--- src/rtl/traffic_pkg.sv ---
// Shared constants for the intersection phase sequencer: phase codes, lamp
// encodings and the duration counter width.
package traffic_pkg;

   localparam int DUR_W = 7;

   localparam logic [2:0] PH_NS_G  = 3'd0;
   localparam logic [2:0] PH_NS_Y  = 3'd1;
   localparam logic [2:0] PH_AR1   = 3'd2;
   localparam logic [2:0] PH_PED   = 3'd3;
   localparam logic [2:0] PH_EW_G  = 3'd4;
   localparam logic [2:0] PH_EW_Y  = 3'd5;
   localparam logic [2:0] PH_AR2   = 3'd6;
   localparam logic [2:0] PH_FLASH = 3'd7;

   localparam logic [2:0] LIGHT_RED = 3'b100;
   localparam logic [2:0] LIGHT_YEL = 3'b010;
   localparam logic [2:0] LIGHT_GRN = 3'b001;
   localparam logic [2:0] LIGHT_OFF = 3'b000;

   function automatic bit dur_ok(input int d);
      return (d >= 1) && (d <= 100);
   endfunction

endpackage

--- src/rtl/traffic_phase_ctrl_if.sv ---
// Tick/control inputs and lamp/display outputs of the phase sequencer.
// The slave modport is the controller; master is the tick generator/driver side.
interface traffic_phase_ctrl_if;
   import traffic_pkg::*;

   logic             tick;
   logic             en;
   logic             flash;
   logic             ped_req;
   logic             ped_ack;
   logic [2:0]       ns_light;
   logic [2:0]       ew_light;
   logic             walk;
   logic [2:0]       phase;
   logic [DUR_W-1:0] remain;

   modport master (
      output tick, en, flash, ped_req,
      input  ped_ack, ns_light, ew_light, walk, phase, remain
   );

   modport slave (
      input  tick, en, flash, ped_req,
      output ped_ack, ns_light, ew_light, walk, phase, remain
   );

endinterface

--- src/rtl/phase_timer.sv ---
// Loadable down-counter holding ticks remaining in the current phase.
// Load has priority over the decrement; the count saturates at zero.
module phase_timer
   import traffic_pkg::*;
#(
   parameter logic [DUR_W-1:0] RST_VAL = '0
) (
   input  logic             clk,
   input  logic             rst_n,
   input  logic             load,
   input  logic [DUR_W-1:0] load_val,
   input  logic             tick_en,
   output logic [DUR_W-1:0] count,
   output logic             last
);

   always_ff @(posedge clk or negedge rst_n) begin
      if (!rst_n) begin
         count <= RST_VAL;
      end else if (load) begin
         count <= load_val;
      end else if (tick_en && (count != '0)) begin
         count <= count - 1'b1;
      end
   end

   assign last = (count == '0);

endmodule

--- src/rtl/traffic_phase_ctrl.sv ---
// Two-road intersection phase sequencer with pedestrian phase and flash mode.
// All lamp outputs come straight from flops so reset and phase changes never glitch.
//
//   state    | meaning
//   ---------+-------------------------------------------
//   NS_G  0  | north-south green, east-west red
//   NS_Y  1  | north-south yellow
//   AR1   2  | all-red clearance before PED / EW
//   PED   3  | pedestrian walk, all vehicles red
//   EW_G  4  | east-west green, north-south red
//   EW_Y  5  | east-west yellow
//   AR2   6  | all-red clearance before NS (reset state)
//   FLASH 7  | fault/night mode, both yellows blink
module traffic_phase_ctrl
   import traffic_pkg::*;
#(
   parameter int pGREEN_NS = 30,
   parameter int pGREEN_EW = 25,
   parameter int pYELLOW   = 3,
   parameter int pALLRED   = 2,
   parameter int pPED      = 10
) (
   input  logic                 clk,
   input  logic                 rst_n,
   traffic_phase_ctrl_if.slave  bus
);

   if (!dur_ok(pGREEN_NS) || !dur_ok(pGREEN_EW) || !dur_ok(pYELLOW) ||
       !dur_ok(pALLRED) || !dur_ok(pPED)) begin : g_bad_dur
      $error("traffic_phase_ctrl: every phase duration must be within 1..100");
   end

   localparam logic [DUR_W-1:0] LD_NS     = DUR_W'(pGREEN_NS - 1);
   localparam logic [DUR_W-1:0] LD_EW     = DUR_W'(pGREEN_EW - 1);
   localparam logic [DUR_W-1:0] LD_YELLOW = DUR_W'(pYELLOW - 1);
   localparam logic [DUR_W-1:0] LD_ALLRED = DUR_W'(pALLRED - 1);
   localparam logic [DUR_W-1:0] LD_PED    = DUR_W'(pPED - 1);

   logic [2:0]       phase_q, phase_d;
   logic             blink_q, blink_d;
   logic             pend_q, pend_d;
   logic             ack_q, ack_d;
   logic [2:0]       ns_q, ns_d;
   logic [2:0]       ew_q, ew_d;
   logic             walk_q, walk_d;

   logic             tmr_load;
   logic [DUR_W-1:0] tmr_load_val;
   logic             tmr_dec;
   logic             tmr_last;
   logic [DUR_W-1:0] tmr_count;

   phase_timer #(
      .RST_VAL (LD_ALLRED)
   ) u_timer (
      .clk      (clk),
      .rst_n    (rst_n),
      .load     (tmr_load),
      .load_val (tmr_load_val),
      .tick_en  (tmr_dec),
      .count    (tmr_count),
      .last     (tmr_last)
   );

   always_ff @(posedge clk or negedge rst_n) begin
      if (!rst_n) begin
         phase_q <= PH_AR2;
         blink_q <= 1'b0;
         pend_q  <= 1'b0;
         ack_q   <= 1'b0;
         ns_q    <= LIGHT_RED;
         ew_q    <= LIGHT_RED;
         walk_q  <= 1'b0;
      end else begin
         phase_q <= phase_d;
         blink_q <= blink_d;
         pend_q  <= pend_d;
         ack_q   <= ack_d;
         ns_q    <= ns_d;
         ew_q    <= ew_d;
         walk_q  <= walk_d;
      end
   end

   // flash has priority over everything, including a coincident tick and en=0
   always_comb begin
      phase_d      = phase_q;
      blink_d      = blink_q;
      ack_d        = 1'b0;
      tmr_load     = 1'b0;
      tmr_load_val = '0;
      tmr_dec      = 1'b0;
      if (bus.flash) begin
         if (phase_q != PH_FLASH) begin
            phase_d  = PH_FLASH;
            blink_d  = 1'b0;
            tmr_load = 1'b1;
         end else if (bus.tick) begin
            blink_d = ~blink_q;
         end
      end else if (phase_q == PH_FLASH) begin
         phase_d      = PH_AR2;
         tmr_load     = 1'b1;
         tmr_load_val = LD_ALLRED;
      end else if (bus.en && bus.tick) begin
         if (!tmr_last) begin
            tmr_dec = 1'b1;
         end else begin
            tmr_load = 1'b1;
            case (phase_q)
               PH_NS_G: begin
                  phase_d      = PH_NS_Y;
                  tmr_load_val = LD_YELLOW;
               end
               PH_NS_Y: begin
                  phase_d      = PH_AR1;
                  tmr_load_val = LD_ALLRED;
               end
               PH_AR1: begin
                  if (pend_q) begin
                     phase_d      = PH_PED;
                     tmr_load_val = LD_PED;
                     ack_d        = 1'b1;
                  end else begin
                     phase_d      = PH_EW_G;
                     tmr_load_val = LD_EW;
                  end
               end
               PH_PED: begin
                  phase_d      = PH_EW_G;
                  tmr_load_val = LD_EW;
               end
               PH_EW_G: begin
                  phase_d      = PH_EW_Y;
                  tmr_load_val = LD_YELLOW;
               end
               PH_EW_Y: begin
                  phase_d      = PH_AR2;
                  tmr_load_val = LD_ALLRED;
               end
               default: begin
                  phase_d      = PH_NS_G;
                  tmr_load_val = LD_NS;
               end
            endcase
         end
      end
      // a request arriving in the serving cycle is absorbed by that service
      pend_d = ack_d ? 1'b0 : (pend_q | bus.ped_req);
   end

   always_comb begin
      ns_d   = LIGHT_RED;
      ew_d   = LIGHT_RED;
      walk_d = 1'b0;
      case (phase_d)
         PH_NS_G:  ns_d = LIGHT_GRN;
         PH_NS_Y:  ns_d = LIGHT_YEL;
         PH_EW_G:  ew_d = LIGHT_GRN;
         PH_EW_Y:  ew_d = LIGHT_YEL;
         PH_PED:   walk_d = 1'b1;
         PH_FLASH: begin
            ns_d = blink_d ? LIGHT_YEL : LIGHT_OFF;
            ew_d = blink_d ? LIGHT_YEL : LIGHT_OFF;
         end
         default: ;
      endcase
   end

   assign bus.phase    = phase_q;
   assign bus.remain   = tmr_count;
   assign bus.ped_ack  = ack_q;
   assign bus.ns_light = ns_q;
   assign bus.ew_light = ew_q;
   assign bus.walk     = walk_q;

endmodule

--- src/flat_wrapper.sv ---
// flat-port wrapper written by rule: the top's interface ports become plain ports
module traffic_phase_ctrl_flat import traffic_pkg::*;
#(
   parameter int pGREEN_NS = 30,
   parameter int pGREEN_EW = 25,
   parameter int pYELLOW   = 3,
   parameter int pALLRED   = 2,
   parameter int pPED      = 10
)
  (clk, rst_n, bus_tick, bus_en, bus_flash, bus_ped_req, bus_ped_ack, bus_ns_light, bus_ew_light, bus_walk, bus_phase, bus_remain);
  traffic_phase_ctrl_if bus_i ();
  input  logic clk;
  input  logic rst_n;
  input wire logic [$bits(bus_i.tick)-1:0] bus_tick;
  input wire logic [$bits(bus_i.en)-1:0] bus_en;
  input wire logic [$bits(bus_i.flash)-1:0] bus_flash;
  input wire logic [$bits(bus_i.ped_req)-1:0] bus_ped_req;
  output wire logic [$bits(bus_i.ped_ack)-1:0] bus_ped_ack;
  output wire logic [$bits(bus_i.ns_light)-1:0] bus_ns_light;
  output wire logic [$bits(bus_i.ew_light)-1:0] bus_ew_light;
  output wire logic [$bits(bus_i.walk)-1:0] bus_walk;
  output wire logic [$bits(bus_i.phase)-1:0] bus_phase;
  output wire logic [$bits(bus_i.remain)-1:0] bus_remain;
  assign bus_i.tick = bus_tick;
  assign bus_i.en = bus_en;
  assign bus_i.flash = bus_flash;
  assign bus_i.ped_req = bus_ped_req;
  assign bus_ped_ack = bus_i.ped_ack;
  assign bus_ns_light = bus_i.ns_light;
  assign bus_ew_light = bus_i.ew_light;
  assign bus_walk = bus_i.walk;
  assign bus_phase = bus_i.phase;
  assign bus_remain = bus_i.remain;
  traffic_phase_ctrl #(.pGREEN_NS(pGREEN_NS), .pGREEN_EW(pGREEN_EW), .pYELLOW(pYELLOW), .pALLRED(pALLRED), .pPED(pPED)) u_core (.clk(clk), .rst_n(rst_n), .bus(bus_i));
endmodule
--- config.mk ---
export PLATFORM = sky130hd
export DESIGN_NAME = traffic_phase_ctrl_flat
export DESIGN_NICKNAME = d
export VERILOG_FILES = /design/src/rtl/traffic_pkg.sv /design/src/rtl/traffic_phase_ctrl_if.sv /design/src/rtl/phase_timer.sv /design/src/rtl/traffic_phase_ctrl.sv /design/src/flat_wrapper.sv
export SDC_FILE = /design/constraint.sdc
export NUM_CORES = 1
export LEC_CHECK = 0
export ABC_AREA = 1
export CAP_MARGIN = 20
export CORE_MARGIN = 5
export CORE_UTILIZATION = 46
export CTS_CLUSTER_SIZE = 8
export DETAILED_ROUTE_END_ITERATION = 10
export GPL_ROUTABILITY_DRIVEN = 0
export HOLD_SLACK_MARGIN = 0.03
export PLACE_DENSITY = 0.86
export SLEW_MARGIN = 20
export SYNTH_ARGS = -nofsm -noshare
export SYNTH_HDL_FRONTEND = slang
export SYNTH_HIERARCHICAL = 1
export SYNTH_SLANG_ARGS = --single-unit
export TNS_END_PERCENT = 20
--- constraint.sdc ---
create_clock -name clk -period 2 [get_ports clk]
set_input_delay 0.4 -clock clk [delete_from_list [all_inputs] [get_ports clk]]
set_output_delay 0.4 -clock clk [all_outputs]
set_load 0.05 [all_outputs]
==> run_results.csv, run 1 <==
group,metric,value,unit
floorplan,fp.dieW,61.3,microns
sta,rsz0062_at_grt,"false",
setup_path,required,1600,ps
placed_design,pre_cts_slack,-33.9,ps
floorplan,rows,18,
layout,fin_area,0.00160,sq mm
setup_path,path_max_fanout,3,
global_route,antenna_found_initial,0,
run_status,status,"finished clean",
sta,finalClockSkew,7.06,ps
min_path,hp-class,"input pin to async pin",
global_route,grt_max_degree,21,
clocking,cts_tree,"built",
power,p_per_area,1180,mW/mm^2
sta,drv_slew,0,
clocking,clk_pin_slew,120,ps
detailed_routing,wl,2800,microns
detailed_routing,drc_errors,0,
setup_path,crit_start,"u_core/u_timer/count[6]$_DFFE_PN0P_",
synth,synthTopCellsByArea,"dfrtp_1 31%, nand2_1 14%, dfstp_2 11%, inv_1 7.1%, nand3_1 5.8%",
synth,synth_cell_types,28,
detailed_routing,drt_iter0_markers,66,
setup_path,timing.reg2reg.setup_slack,140,ps
sta,fin_crit,1920,ps
setup_path,cp.depth,1,
synth,synth-edff-count,0,
detailed_routing,vias,1137,
detailed_routing,wl_per_cell,12.3,microns
setup_path,worst_ep_arrival_time,1520,ps
synth,synth.area.mux_share,0,
synth,synthAdderAreaFrac,0.0103,
synth,synthArstFlopShare,1.00,
synth,synth_seq_cells,20,
synth,synth_top_cell_area_share,0.310,
clocking,cts_max_path_buffers,2,
floorplan,die_height,61.3,microns
synth,synth_top_family_by_area,"simple AND/OR/NAND/NOR gates",
clocking,clock-sinks,20,
layout,fillers,222,
detailed_routing,firstDrtPassIters,4,
floorplan,io_pins,24,
layout,areaGrowthSynthToFinish,31.8,%
synth,yosysWarnings,6,
synth,syn-cell-area,0.00121,sq mm
clocking,root_buffer,"clkbuf_4",
detailed_routing,ant_nets,0,
setup_path,r2r_cells,11,
clocking,cts_buffers,3,
detailed_routing,via_per_inst,5.01,
floorplan,initial_core_util,0.485,
floorplan,die_area,0.00376,sq mm
placed_design,portBuffers,23,
run,drv_cap,0,
placed_design,dp_hpwl,2150,microns
clocking,htree_levels,1,
layout,drive_gt1_frac,0.294,
sta,finalHoldViolCount,0,
floorplan,core-area,0.00250,sq mm
setup_path,path_cells,"clkdlybuf4s50_1",
layout,final_cell_mix,"45 x nand2_1, 21 x inv_1, 20 x buf_4",
setup_path,reg2reg_to,"u_core/u_timer/count[2]$_DFFE_PN0P_",
global_route,grt_usage,0.163,
sta,min_period_over_period,0.962,
power,p_leak,0.799,nW
layout,antenna_cells,0,
setup_path,slowest_delay,810,ps
synth,synth_xor_xnor_area_share,0.0144,
setup_path,setup.worst_path.end_class,"output port",
synth,post_synth_and_or_nand_nor_area_fraction,0.397,
layout,nets,205,
setup_path,start_kind,"register",
sta,finalSetupViolCount,0,
synth,syn_inst,161,
setup_path,critPathSlowestCell,"clkdlybuf4s50_1",
power,ir_drop,0.781,mV
layout,final_common_cell,"nand2_1",
clocking,clk_latency,310,ps
sta,relSlewSlack,0.661,
synth,syn_area_per_cell,7.53,sq um
global_route,grt_overflow_total,0,
synth,synth_compound_area_frac,0.0650,
synth,ys_seq_area_frac,0.418,
sta,worstMarginPinSlew,507,ps
synth,synth_top_area_cell,"dfrtp_1",
placed_design,place_area,0.00151,sq mm
sta,fmax,520,MHz
setup_path,path_buf_inv,1,
setup_path,r2r_start,"u_core/u_timer/count[0]$_DFFE_PN1P_",
setup_path,critPathKind,"register to output port",
setup_path,path_delay_family,"buffers and inverters",
global_route,grt_pass1_wl,4640,microns
sta,timing.final.ws_setup,76.3,ps
synth,synthFlopType,"dfrtp_1",
setup_path,endpoint,"bus_remain[6]",
global_route,grt_pass1_vias,1107,
==> area by class of cell <==
cell class,instances,area (sq um),area share
Tap cell,30,37.5,0.0235
Clock inverter,1,30.0,0.0188
Timing Repair Buffer,33,280,0.175
Inverter,25,93.8,0.0587
Sequential cell,20,508,0.318
Multi-Input combinational cell,115,626,0.392
Clock buffer,3,22.5,0.0141
==> worst min-delay path by stage <==
stage                                  startpoint                             endpoint  slack, ps  cells past startpoint
after global placement    u_core/pend_q$_DFF_PN0_              u_core/pend_q$_DFF_PN0_        520                      2
after detailed placement  u_core/pend_q$_DFF_PN0_              u_core/pend_q$_DFF_PN0_        530                      2
after CTS                                   rst_n  u_core/u_timer/count[3]$_DFFE_PN0P_        420                      2
after global routing                        rst_n  u_core/u_timer/count[3]$_DFFE_PN0P_        430                      2
final                                       rst_n     u_core/bus.ns_light[0]$_DFF_PN0_        410                      2
after floorplan                             rst_n             u_core/blink_q$_DFF_PN0_        100                      0
==> per-layer routing <==
metal | vias up | routed length, microns | track usage
met4 | 0 | 26 | 0.0818
met3 | 4 | 182 | 0.0314
li1 | 571 | - | -
met2 | 42 | 1410 | 0.276
met5 | - | 0 | 0
met1 | 520 | 1180 | 0.198
==> power by group <==
part / switching, W / internal, W
logic: 0.000636 / 0.000342
clock network: 0.000133 / 0.000203
registers: 0.0000736 / 0.000494
total: 0.000843 / 0.00104
==> registers in the layout (all words and copies together) (netlist names) <==
register              flops
u_core/u_timer/count      7
u_core/bus.ew_light       3
u_core/bus.ns_light       3
u_core/bus.phase          3
u_core/blink_q            1
u_core/bus.ped_ack        1
u_core/bus.walk           1
u_core/pend_q             1
==> cell usage after synthesis, types with 2 or more instances <==
library cell and n:
nand2_2 5, dfstp_2 5, o21ai_0 5, nor2_1 16, nor2_2 2, nand2_4 3, a21oi_1 3, nand3_1 14
o21ai_1 3, nand4_1 2, inv_1 23, nand3_4 2, nand2_1 46, dfrtp_1 15, nor2_4 2, o21ai_2 2
inv_2 2
==> what timing repair did <==
| item | 4_1_cts | 5_1_grt |
|---|---|---|
| gates resized for setup | 2 | 2 |
| pin swaps | 0 | 1 |
| hold buffers | 0 | 0 |
| setup endpoints to repair | 1 | 5 |
| buffers inserted | 0 | 3 |
==> cell families (layout without fill, tap and decap cells) <==
logic type      after synthesis  count (layout)
flops                        20              20
buf+inv                      27              62
compound gates               14              14
simple gates                 96              96
other cells                   1               2
xor+xnor                      2               2
fa+ha+maj                     1               1
==> stage by stage <==
stage | hold slack, ps | std cells | total power (W) | setup TNS [ps] | util
after floorplan | 104 | 162 | 0.00125 | 0 | -
after global placement | 523 | 220 | 0.00149 | 0 | 0.606
after detailed placement | 526 | 220 | 0.00152 | -38.5 | 0.606
after CTS | 418 | 224 | 0.00186 | 0 | 0.627
after global routing | 430 | 227 | 0.00201 | 0 | 0.639
final | 415 | 227 | 0.00188 | 0 | 0.639
No activity file was read; power rests on OpenSTA's default activity.
==> run 2, diff against run 1 <==
--- a/config.mk
+++ b/config.mk
@@ -6,7 +6,6 @@
 export NUM_CORES = 1
 export LEC_CHECK = 0
 export ABC_AREA = 1
-export CAP_MARGIN = 20
 export CORE_MARGIN = 5
 export CORE_UTILIZATION = 46
 export CTS_CLUSTER_SIZE = 8
==> results of run 2 <==
Final layout, timing and power as in run 1 (identical DEF).
==> run 3, diff against run 2 <==
--- a/config.mk
+++ b/config.mk
@@ -13,6 +13,7 @@
 export GPL_ROUTABILITY_DRIVEN = 0
 export HOLD_SLACK_MARGIN = 0.03
 export PLACE_DENSITY = 0.86
+export RECOVER_POWER = 25
 export SLEW_MARGIN = 20
 export SYNTH_ARGS = -nofsm -noshare
 export SYNTH_HDL_FRONTEND = slang
==> run 3 against run 2 <==
Die area stayed put. Non-clock buffer count stayed put. Final cell count stayed put. Via count is 0.18% lower. Core utilization is 0.15 points lower. Global-route usage stayed put. Maximum frequency stayed put. Critical path type unchanged.
==> run_results.csv, run 3 (synthesized netlist as in run 1, its figures left out) <==
group,metric,value,unit
global_route,grt_usage,0.163,
power,ir_drop,0.781,mV
sta,rsz0062_at_grt,"false",
clocking,cts_max_path_buffers,2,
placed_design,dp_hpwl,2150,microns
layout,largest_reg_flops,7,
min_path,hp-class,"register to register",
power,swShare,0.448,
floorplan,initial_core_util,0.485,
sta,finalHoldViolCount,0,
power,seqPwrFrac,0.302,
global_route,grt_pass1_wl,4640,microns
clocking,clock-sinks,20,
setup_path,slowest_delay,810,ps
setup_path,required,1600,ps
floorplan,die_height,61.3,microns
clocking,htree_levels,1,
sta,finalClockSkew,7.06,ps
global_route,grt_max_degree,21,
sta,worstMarginPinSlew,1100,ps
setup_path,setup.worst_path.end_class,"output port",
global_route,grt_overflow_total,0,
clocking,cts_tree,"built",
run,drv_cap,0,
layout,final_cell_mix,"45 x nand2_1, 21 x inv_1, 19 x buf_4",
floorplan,io_pins,24,
detailed_routing,via_per_inst,5.00,
power,switchingPower,0.000843,W
setup_path,critPathKind,"register to output port",
global_route,antenna_found_initial,0,
layout,largest-register,"u_core/u_timer/count",
layout,utilization,0.638,
clocking,root_buffer,"clkbuf_4",
sta,relSlewSlack,0.264,
sta,finalSetupViolCount,0,
layout,fillers,224,
layout,antenna_cells,0,
setup_path,path_max_fanout,3,
power,pwr-share-comb,0.519,
detailed_routing,wl_per_cell,12.4,microns
setup_path,start_kind,"register",
power,p_per_area,1180,mW/mm^2
clocking,cts_hold_buf,0,
clocking,clk_pin_slew,120,ps
layout,drive_gt1_frac,0.289,
sta,fin_crit,1920,ps
floorplan,die_area,0.00376,sq mm
sta,fmax,520,MHz
detailed_routing,firstDrtPassIters,4,
placed_design,place_area,0.00151,sq mm
detailed_routing,wl,2810,microns
setup_path,path_buf_inv,1,
setup_path,critPathSlowestCell,"clkdlybuf4s50_1",
layout,areaGrowthSynthToFinish,31.5,%
clocking,cts_buffers,3,
detailed_routing,drc_errors,0,
floorplan,core-area,0.00250,sq mm
layout,fin_area,0.00159,sq mm
sta,drv_slew,0,
power,p_leak,0.796,nW
floorplan,fp.dieW,61.3,microns
setup_path,worst_ep_arrival_time,1520,ps
power,internal-power,0.00104,W
clocking,clk_latency,310,ps
setup_path,path_delay_family,"buffers and inverters",
detailed_routing,drt_iter0_markers,66,
run_status,status,"finished clean",
detailed_routing,vias,1135,
setup_path,path_cells,"clkdlybuf4s50_1",
sta,min_period_over_period,0.962,
floorplan,rows,18,
layout,nets,205,
global_route,grt_pass1_vias,1107,
layout,final_common_cell,"nand2_1",
placed_design,portBuffers,23,
detailed_routing,ant_nets,0,
power,power_frac_clock,0.179,
## run 3: cell types whose count changed in the layout (fill, tap and decap cells not counted)
cell	delta
clkbuf_1	+1
dlygate4sd3_1	+1
buf_4	-1
clkdlybuf4s50_1	-1
## run 3: routing by layer
layer,global-route usage,vias to the layer above,share of wire
met5,0,-,0
met4,0.0818,0,0.0093
met3,0.0314,4,0.065
met2,0.276,42,0.50
met1,0.198,518,0.42
li1,-,571,-
## run 3: layout make-up
| cell class | instances | area [sq um] | area share |
|---|---|---|---|
| repair buffers | 33 | 277 | 0.173 |
| multi-input cells | 115 | 626 | 0.392 |
| flip-flops and latches | 20 | 508 | 0.319 |
| well taps | 30 | 37.5 | 0.0235 |
| inverters | 25 | 93.8 | 0.0589 |
| clock buffers | 3 | 22.5 | 0.0141 |
| clock inverters | 1 | 30.0 | 0.0188 |
## run 3: worst paths after layout
path                       slack (ps)                                start  depth (start not counted)                                   to
max                                80  u_core/u_timer/count[6]$_DFFE_PN0P_                          1                        bus_remain[6]
min                               560              u_core/pend_q$_DFF_PN0_                          2              u_core/pend_q$_DFF_PN0_
max reg2reg                       140  u_core/u_timer/count[0]$_DFFE_PN1P_                         11  u_core/u_timer/count[2]$_DFFE_PN0P_
min reg2reg                       560              u_core/pend_q$_DFF_PN0_                          2              u_core/pend_q$_DFF_PN0_
max in group asynchronous         460                                rst_n                          2  u_core/u_timer/count[1]$_DFFE_PN0P_
min in group asynchronous         810                                rst_n                          2     u_core/bus.ns_light[0]$_DFF_PN0_
## run 3: repair_timing
| action | CTS | global route |
|---|---|---|
| pin swaps | 0 | 1 |
| setup endpoints to repair | 1 | 5 |
| resized for setup | 2 | 2 |
| setup buffers | 0 | 3 |
## run 3: power groups by stage
stage / Combinational [W] / Sequential [W] / Clock, W
after global placement: 0.000918 / 0.000572 / 0
final: 0.000976 / 0.000568 / 0.000336
after floorplan: 0.000433 / 0.000813 / 0
after CTS: 0.000949 / 0.000569 / 0.000342
after global routing: 0.00107 / 0.000583 / 0.000359
after detailed placement: 0.000944 / 0.000577 / 0
## run 3: per-stage QoR
stage          setup WS (ps)  setup TNS [ps]  cells  hold WS [ps]  total power, W
2_1_floorplan           28.7               0    162           104         0.00125
3_3_place_gp            54.9               0    220           523         0.00149
3_5_place_dp           -33.9           -38.5    220           526         0.00152
4_1_cts                 56.3               0    224           418         0.00186
5_1_grt                 2.45               0    227           583         0.00201
6_report                76.3               0    227           558         0.00188
==> edit (settings of run 1) <==
Set the package constant `DUR_W` to 9 (it was 7).
--- a/src/rtl/traffic_pkg.sv
+++ b/src/rtl/traffic_pkg.sv
@@ -2,7 +2,7 @@
 // encodings and the duration counter width.
 package traffic_pkg;
 
-   localparam int DUR_W = 7;
+   localparam int DUR_W = 9;
 
    localparam logic [2:0] PH_NS_G  = 3'd0;
    localparam logic [2:0] PH_NS_Y  = 3'd1;
Interface: changed (resized bus_remain); port bits go from 24 to 26. The function was not compared with the original's and may differ.
==> edit against run 1 <==
Synthesized cell count increased by 15%; clock power decreased by 28%; cell count increased by 18%; hold slack improved by 0.028 ns; count of clock-buffer cells in the layout increased by 1; power increased by 19%; routed wire length increased by 12%; final area increased by 20%; area after synthesis increased by 14%; sequential share of layout area decreased by 2.4 points; setup slack got worse by 0.039 ns; critical path type is now register to register; register-to-register slack got worse by 0.10 ns; sequential cell count increased by 2.
==> edit: results (changes against run 1) <==
Worst reg2reg path startpoint = u_core/u_timer/count[1]$_DFFE_PN0P_ (was u_core/u_timer/count[0]$_DFFE_PN1P_)
Rel. slew slack = 66.8% (was 66.1%)
Syn Inst Count = 185 (was 161)
Pleak = 0.000974 uW (was 0.000799 uW)
Yosys warns = 6 (unchanged)
Clock Tree Root = clkbuf_4 (unchanged)
Max FFs per register = 9 (was 7)
Detailed Route WL = 3130 um (was 2800 um)
Skew final = 0.00111 ns (was 0.00706 ns)
Critical path arrival = 2.21 ns (was 1.52 ns)
Largest cells by area after synthesis = dfrtp_1, nand2_1, dfstp_2 (unchanged)
Most frequent cells after synthesis = nand2_1, inv_1, dfrtp_1, nor2_1, nand3_1 (was nand2_1, inv_1, nor2_1, dfrtp_1, nand3_1)
Largest net degree at the start of global routing = 23 (was 21)
Pre-CTS setup slack = 0.0178 ns (was -0.0339 ns)
Multi-input gate area = 787 um2 (was 626 um2)
R2R Path End = u_core/u_timer/count[4]$_DFFE_PN0P_ (was u_core/u_timer/count[2]$_DFFE_PN0P_)
Number of distinct library cells after synthesis = 30 (was 28)
Filler instances = 242 (was 222)
Non-filler cells, final = 267 (was 227)
DR WL met3 = 130 um (was 182 um)
CP max FO = 4 (was 3)
Critical Path Max Stage Delay = 0.44 ns (was 0.81 ns)
CTS Buffer Depth = 2 (unchanged)
Fin Hold WS = 0.442 ns (was 0.415 ns)
Maximum vdd ir drop = 0.545 mV (was 0.781 mV)
Via count = 1298 (was 1137)
Placed inst area = 0.00183 mm2 (was 0.00151 mm2)
First-pass GRT wire length = 5250 um (was 4640 um)
Dpl hpwl = 2420 um (was 2150 um)
Sequential share of the synthesized area = 40.2% (was 41.8%)
Initial DRT Pass Iterations = 4 (unchanged)
Adder-Cell Fraction of Synth Area = 0.903% (was 1.03%)
Post-synthesis compound-gate area fraction = 6.95% (was 6.50%)
Worst R2R Path Depth = 15 (was 11)
Clk slew on worst S/H paths = 0.12 ns (about the same)
I/O Buffers = 25 (was 23)
N_diodes = 0 (unchanged)
DR iter-0 viols = 61 (was 66)
Met1 WL = 1290 um (was 1180 um)
Post-synthesis mux area share = 0% (unchanged)
H-tree levels = 1 (unchanged)
CP top delay family = simple AND/OR/NAND/NOR gates (was buffers and inverters)
DR WL met2 = 1670 um (was 1410 um)
Internal Dissipation = 1180 uW (was 1040 uW)
Placed Cells incl. Taps = 262 (was 220)
Outcome = completed (unchanged)
Total Routing Usage GR = 16.0% (was 16.3%)
# nets final = 242 (was 205)
Xor and xnor area share after synthesis = 1.90% (was 1.44%)
Crit-path slowest cell = dfrtp_2 (was clkdlybuf4s50_1)
Critical setup path kind = register to register (was register to output port)
==> edit: area by class of cell <==
class | count | area share, %
clock buffers | 4 | 1.89
flip-flops and latches | 22 | 29.4
repair buffers | 45 | 20.3
inverters | 25 | 5.16
well taps | 33 | 2.16
multi-input cells | 138 | 41.1
==> edit: power by group through the flow <==
stage          combinational (uW)  clock [uW]  sequential (uW)
2_1_floorplan                 562           0              968
3_3_place_gp                 1340           0              621
3_5_place_dp                 1360           0              625
4_1_cts                      1360         253              616
5_1_grt                      1490         274              641
6_report                     1370         242              623
==> edit: what timing repair did <==
item / CTS / global route
endpoints found under the setup margin: 3 / 11
pin swaps: 2 / 9
setup buffers: 0 / 1
gates resized for setup: 1 / 11
==> edit: metal layers <==
metal,up-vias,global-route usage (%)
met5,-,0
met4,0,8.18
met3,4,2.43
met2,32,26.6
met1,594,20.1
li1,668,-
